`src/rtl/key_pkg.sv`:
```
// -----------------------------------------------------------------------------
// key_pkg
// Shared definitions for the key handling path (debouncer and event decoder).
//   - State encoding of the key event decoder FSM (3-bit, legacy-compatible).
//   - Default timing constants derived from the system clock frequency, so the
//     debouncer and the decoder agree on what one millisecond tick is.
//   - Event bundle type and a small threshold helper used by the decoder.
// -----------------------------------------------------------------------------
package key_pkg;

    // Decoder FSM state encoding
    localparam logic [2:0] ST_IDLE   = 3'd0;
    localparam logic [2:0] ST_PRESS1 = 3'd1;
    localparam logic [2:0] ST_HOLD   = 3'd2;
    localparam logic [2:0] ST_WAIT2  = 3'd3;
    localparam logic [2:0] ST_PRESS2 = 3'd4;

    // System clock frequency, shared with the debouncer's CLK_freq
    localparam int unsigned CLK_FREQ_HZ = 100_000_000;
    localparam int unsigned TICK_HZ     = 1_000;

    // Default timing: 1 ms ticks
    localparam int unsigned DEF_TICK_CYC     = CLK_FREQ_HZ / TICK_HZ;
    localparam int unsigned DEF_LONG_TICKS   = 1000;
    localparam int unsigned DEF_REPEAT_TICKS = 200;
    localparam int unsigned DEF_DCLICK_TICKS = 300;
    localparam int unsigned DEF_CNT_W        = 16;

    // One-cycle event strobes produced by the decoder
    typedef struct packed {
        logic short_ev;
        logic double_ev;
        logic long_ev;
        logic repeat_ev;
    } key_ev_t;

    // A threshold of n ticks is reached on the cycle where the counter already
    // holds n-1 completed ticks and the prescaler is producing the n-th one.
    function automatic logic threshold_met(input logic [31:0] cnt,
                                           input logic        tick,
                                           input int unsigned n);
        return tick && (cnt == (n - 32'd1));
    endfunction

endpackage

```
`src/rtl/key_tick_gen.sv`:
```
// -----------------------------------------------------------------------------
// key_tick_gen
// Timebase for the key event decoder: a prescaler that divides clk_i down to
// one tick every TICK_CYC cycles, followed by a tick counter.
//
// Ports
//   clk_i    in   system clock
//   rst_n    in   asynchronous active-low reset
//   clear_i  in   synchronous clear of prescaler and tick counter (takes
//                 priority over counting on the same edge)
//   tick_o   out  high during the last prescaler cycle of each tick period
//   count_o  out  number of completed ticks since the last clear (saturating)
// -----------------------------------------------------------------------------
module key_tick_gen #(
    parameter int unsigned TICK_CYC = 100_000,
    parameter int unsigned CNT_W    = 16
) (
    input  logic             clk_i,
    input  logic             rst_n,
    input  logic             clear_i,
    output logic             tick_o,
    output logic [CNT_W-1:0] count_o
);

    // A 1-bit prescaler is still needed when TICK_CYC is 1; it simply stays 0
    // and every cycle is a tick.
    localparam int unsigned    PW       = (TICK_CYC > 1) ? $clog2(TICK_CYC) : 1;
    localparam logic [PW-1:0]  PRE_LAST = PW'(TICK_CYC - 1);

    logic [PW-1:0]    pre_q, pre_d;
    logic [CNT_W-1:0] cnt_q, cnt_d;

    assign tick_o  = (pre_q == PRE_LAST);
    assign count_o = cnt_q;

    always_comb begin
        pre_d = pre_q;
        cnt_d = cnt_q;
        if (clear_i) begin
            pre_d = '0;
            cnt_d = '0;
        end else begin
            if (tick_o) begin
                pre_d = '0;
            end else begin
                pre_d = pre_q + 1'b1;
            end
            // Saturate rather than wrap so a stale count can never alias a
            // small threshold value.
            if (tick_o && (cnt_q != '1)) begin
                cnt_d = cnt_q + 1'b1;
            end
        end
    end

    always_ff @(posedge clk_i or negedge rst_n) begin
        if (!rst_n) begin
            pre_q <= '0;
            cnt_q <= '0;
        end else begin
            pre_q <= pre_d;
            cnt_q <= cnt_d;
        end
    end

endmodule

```
`src/rtl/key_event_decoder.sv`:
```
// -----------------------------------------------------------------------------
// key_event_decoder
// Classifies a debounced key level into short press, double click, long press
// and auto-repeat events for the application control logic.
//
// Ports
//   clk_i      in   system clock
//   rst_n      in   asynchronous active-low reset
//   key_down   in   debounced key level, 1 = pressed, synchronous to clk_i
//   ev_short   out  one-cycle strobe: single short press completed
//   ev_double  out  one-cycle strobe: second press inside the double-click window
//   ev_long    out  one-cycle strobe: hold reached LONG_TICKS
//   ev_repeat  out  one-cycle strobe: auto-repeat while held after ev_long
//   busy       out  high whenever the FSM is not in IDLE
//
// All strobes are registered: each is high for the cycle after the edge that
// takes its transition. A key_down change always wins over a timing threshold
// reached on the same cycle.
// -----------------------------------------------------------------------------
module key_event_decoder
    import key_pkg::*;
#(
    parameter int unsigned TICK_CYC     = DEF_TICK_CYC,
    parameter int unsigned LONG_TICKS   = DEF_LONG_TICKS,
    parameter int unsigned REPEAT_TICKS = DEF_REPEAT_TICKS,
    parameter int unsigned DCLICK_TICKS = DEF_DCLICK_TICKS,
    parameter int unsigned CNT_W        = DEF_CNT_W
) (
    input  logic clk_i,
    input  logic rst_n,
    input  logic key_down,
    output logic ev_short,
    output logic ev_double,
    output logic ev_long,
    output logic ev_repeat,
    output logic busy
);

    logic [2:0]       state_q, state_d;
    key_ev_t          ev_q, ev_d;
    logic             tb_clear;
    logic             tick;
    logic [CNT_W-1:0] tick_cnt;
    logic [31:0]      tick_cnt_w;

    assign tick_cnt_w = 32'(tick_cnt);

    key_tick_gen #(
        .TICK_CYC (TICK_CYC),
        .CNT_W    (CNT_W)
    ) u_tick_gen (
        .clk_i   (clk_i),
        .rst_n   (rst_n),
        .clear_i (tb_clear),
        .tick_o  (tick),
        .count_o (tick_cnt)
    );

    // Next-state and event decode. Each state checks the key level first so a
    // key edge pre-empts any threshold reached on the same cycle.
    always_comb begin
        state_d = state_q;
        ev_d    = '0;
        unique case (state_q)
            ST_IDLE: begin
                if (key_down) begin
                    state_d = ST_PRESS1;
                end
            end
            ST_PRESS1: begin
                if (!key_down) begin
                    state_d = ST_WAIT2;
                end else if (threshold_met(tick_cnt_w, tick, LONG_TICKS)) begin
                    state_d      = ST_HOLD;
                    ev_d.long_ev = 1'b1;
                end
            end
            ST_HOLD: begin
                if (!key_down) begin
                    state_d = ST_IDLE;
                end else if (threshold_met(tick_cnt_w, tick, REPEAT_TICKS)) begin
                    ev_d.repeat_ev = 1'b1;
                end
            end
            ST_WAIT2: begin
                if (key_down) begin
                    state_d        = ST_PRESS2;
                    ev_d.double_ev = 1'b1;
                end else if (threshold_met(tick_cnt_w, tick, DCLICK_TICKS)) begin
                    state_d       = ST_IDLE;
                    ev_d.short_ev = 1'b1;
                end
            end
            ST_PRESS2: begin
                // Second press of a double click: no long/repeat detection.
                if (!key_down) begin
                    state_d = ST_IDLE;
                end
            end
            default: begin
                state_d = ST_IDLE;
            end
        endcase

        // The timebase restarts whenever a state is entered and after every
        // repeat, so each threshold is measured from that edge. It is also
        // held clear while idle so a new press always starts from zero.
        tb_clear = (state_d != state_q) || ev_d.repeat_ev || (state_q == ST_IDLE);
    end

    always_ff @(posedge clk_i or negedge rst_n) begin
        if (!rst_n) begin
            state_q <= ST_IDLE;
            ev_q    <= '0;
        end else begin
            state_q <= state_d;
            ev_q    <= ev_d;
        end
    end

    assign ev_short  = ev_q.short_ev;
    assign ev_double = ev_q.double_ev;
    assign ev_long   = ev_q.long_ev;
    assign ev_repeat = ev_q.repeat_ev;
    assign busy      = (state_q != ST_IDLE);

endmodule

```
`config.mk`:
```
export PLATFORM = sky130hd
export DESIGN_NAME = key_event_decoder
export DESIGN_NICKNAME = d
export VERILOG_FILES = /design/src/rtl/key_pkg.sv /design/src/rtl/key_tick_gen.sv /design/src/rtl/key_event_decoder.sv
export SDC_FILE = /design/constraint.sdc
export NUM_CORES = 1
export LEC_CHECK = 0
export ABC_AREA = 1
export ABC_CLOCK_PERIOD_IN_PS = 2000
export CORE_ASPECT_RATIO = 0.9
export CORE_UTILIZATION = 40
export CTS_CLUSTER_DIAMETER = 80
export DETAILED_ROUTE_END_ITERATION = 12
export DONT_BUFFER_PORTS = 1
export HOLD_SLACK_MARGIN = 0.12
export MAX_ROUTING_LAYER = met4
export SYNTH_ARGS = -nofsm -noshare
export SYNTH_HDL_FRONTEND = slang
export SYNTH_SLANG_ARGS = --single-unit
export TNS_END_PERCENT = 1
```
`constraint.sdc`:
```
create_clock -name clk_i -period 2 [get_ports clk_i]
set_clock_uncertainty 0.1 [all_clocks]
set_input_delay 0.3 -clock clk_i [delete_from_list [all_inputs] [get_ports clk_i]]
set_output_delay 0.3 -clock clk_i [all_outputs]
set_load 0.02 [all_outputs]
```
==> results.py <==
metrics = {
    "outcome": {
        "status": "complete, but fails checks",
        "violations": "setup timing",
    },
    "detailed_routing": {
        "wirelength_um": 5670,
        "drcViolationCount": 0,
        "via_per_inst": 4.79,
        "drt-initial-drc-count": 148,
        "ant_nets": 0,
        "wl_per_cell_um": 12.5,
        "detailroute.via_count": 2180,
        "first_pass_iters": 4,
    },
    "timing": {
        "maxSlewViolCount": 0,
        "tns_ns": -0.0156,
        "hold_viol": 0,
        "worst_pin_slew_ns": 0.490,
        "fin_crit_ns": 2.02,
        "fin_crit_sh_pct": 101,
        "max_freq_ghz": 0.496,
        "max_slew_margin_pct": 67.1,
        "setup_viol": 1,
        "worst_slack_ns": -0.0156,
        "rsz0062_at_grt": "true",
    },
    "synth": {
        "synth_ff_type": "dfrtp_1",
        "synth_nets": 341,
        "yosysSeqAreaShare_pct": 39.7,
        "yosysWarnings": 0,
        "synthArstFlopShare_pct": 100,
        "synthCells": 336,
        "synth_edf_count": 0,
        "synthesis.area_um2": 2520,
        "synth.top_cells.by_area": "dfrtp_1, nand2_1, nor2_2",
        "yosys_register_bits": 40,
        "ys_types": 27,
        "avgSynthCellArea_um2": 7.51,
        "synth_top_cell_by_area": "dfrtp_1",
        "synth_top_area_share_pct": 39.7,
    },
    "final_layout": {
        "fin_util_pct": 49.6,
        "layout-drive-gt1-share_pct": 25.5,
        "antenna_cells": 0,
        "final_common_cell": "nand2_1",
        "layout_common_cells": "nand2_1, inv_1, dfrtp_1, nor2_1, nor2_2",
        "area_growth_pct": 20.1,
        "nNetsFinal": 372,
        "instances_no_fill": 455,
    },
    "global_routing": {
        "grt_max_degree": 41,
        "overflow": 0,
        "antenna_found_initial": 0,
        "met1_usage_pct": 25.1,
        "grt_pass1_vias": 2037,
        "grt_usage_pct": 18.6,
        "grt_first_pass_wirelength_um": 9440,
        "grt_util_met2_pct": 28.4,
        "met3_usage_pct": 3.94,
        "grt.busiest_layer": "met2",
    },
    "clock_network": {
        "clk_pin_slew_ns": 0.08,
        "clockRootBuffer": "clkbuf_8",
        "numCtsBuffers": 5,
        "cts_max_level": 2,
        "clk-insertion-delay-late_ns": 0.29,
        "cts_tree": "yes",
        "cts_num_sinks": 40,
        "cts_buffer_depth": 2,
    },
    "floorplanning": {
        "start_util_pct": 41.3,
        "die_w_um": 85.7,
        "row_count": 27,
        "core_area_um2": 6110,
        "fp.dieH_um": 77.3,
        "boundaryPins": 8,
        "dieArea_um2": 6630,
    },
    "critical_path": {
        "timing.rr.end": "u_tick_gen.pre_q[12]",
        "setup.worst_path.end_class": "flip-flop",
        "cp_max_fo": 4,
        "reg2reg_slack_ns": -0.02,
        "worstSetupPathType": "reg2reg",
        "cp-startpoint": "u_tick_gen.pre_q[1]",
        "reg2reg_depth": 10,
        "crit_arrival_ns": 2.10,
        "setup.worst_path.end": "u_tick_gen.pre_q[12]",
        "startpoint_type": "flip-flop",
        "r2r-start": "u_tick_gen.pre_q[1]",
        "required_ns": 2.08,
    },
    "place": {
        "port_buffers": 0,
        "dpl.hpwl_um": 4150,
        "dp_cells": 438,
        "gp_congestion": 0.867,
    },
    "job": {
        "drv_cap": 0,
    },
    "hold_path": {
        "hp-class": "in2reg",
    },
    "power_and_ir_drop": {
        "power_density_nw_per_um2": 819,
        "vdd_drop_max_mv": 0.588,
        "cellLeakagePower_nw": 1.22,
    },
}
per-layer routing:
layer  up-vias  part of all wire, %
li1       1120                    -
met4         0                  1.3
met1      1018                   50
met2        35                   46
met3         7                  2.6
met5         -                    0
kinds of logic after synthesis:
group	count (synthesis)	synth area share [%]
DFF	40	39.7
AOI/OAI and AO/OA	10	2.08
adders and majority gates	2	0.992
and+or+nand+nor	209	41.4
buffers and inverters	56	9.28
xor gates and xnor gates	19	6.60
through the flow:
stage               instance area [µm²]  hold WS (ns)  power (mW)  setup WS [ns]
finish                             3030         0.150        2.48        -0.0156
detailed placement                 2770       -0.0947        1.77         0.0201
global route                       3030         0.144        2.62         -0.147
CTS                                2900         0.159        2.36        0.00254
floorplan                          2520       -0.0956        1.49          0.140
global placement                   2770       -0.0947        1.76         0.0766
report_power, final:
group	leakage (nW)	switching, mW	total, mW	internal, mW
registers	0.554	0.0519	0.905	0.853
logic	0.623	0.588	1.01	0.427
clock network	0.0455	0.282	0.564	0.282
worst min path at each step:
stage,startpoint,end,slack (ns),cells past startpoint
3_5_place_dp,rst_n,u_tick_gen.pre_q[6],-0.09,0
5_1_grt,key_down,state_q[1],0.14,3
4_1_cts,key_down,state_q[1],0.16,3
3_3_place_gp,rst_n,u_tick_gen.pre_q[6],-0.09,0
2_1_floorplan,rst_n,ev_double,-0.1,0
6_report,key_down,state_q[1],0.15,3
worst max-delay path, stage by stage, from the launching register on:
cell	delay, ns
dfrtp_1	0.35
ha_2	0.20
nand2_2	0.07
nor2_4	0.16
buf_4	0.13
nand4_1	0.18
nor3_2	0.25
nand2_1	0.10
nor2_1	0.12
xor2_1	0.18
nor2_2	0.07
sequential cells by signal, summed over array words and instances, names as in the netlist:
signal and cells:
ev_double 1, ev_long 1, ev_repeat 1, ev_short 1, state_q 3, u_tick_gen.count_o 16
u_tick_gen.pre_q 17
cell usage after synthesis (2+ instances only):
cell,n
nand2_1,64
nor2_2,33
buf_6,3
inv_1,49
nor2_4,3
nand2_2,7
nand3_1,24
nand4_1,14
dfrtp_1,40
ha_1,2
o21ai_0,8
xnor2_1,2
nor2_1,40
nor4_1,5
inv_2,2
nor3_1,13
xor2_1,17
layout make-up:
type / instances / area, µm²
clock buffers: 8 / 90.1
fillers: 590 / 3080
inverters: 52 / 196
multi-input cells: 240 / 1350
flip-flops and latches: 40 / 1000
well taps: 87 / 109
repair buffers: 28 / 283
repair_timing:
action | in CTS | in global routing
endpoints found under the setup margin | 0 | 33
hold buffers | 3 | 0
gates resized for setup | 0 | 18
setup buffers | 0 | 5
endpoints found under the hold margin | 44 | 0
Note: power is estimated with default switching activity, not from simulation.
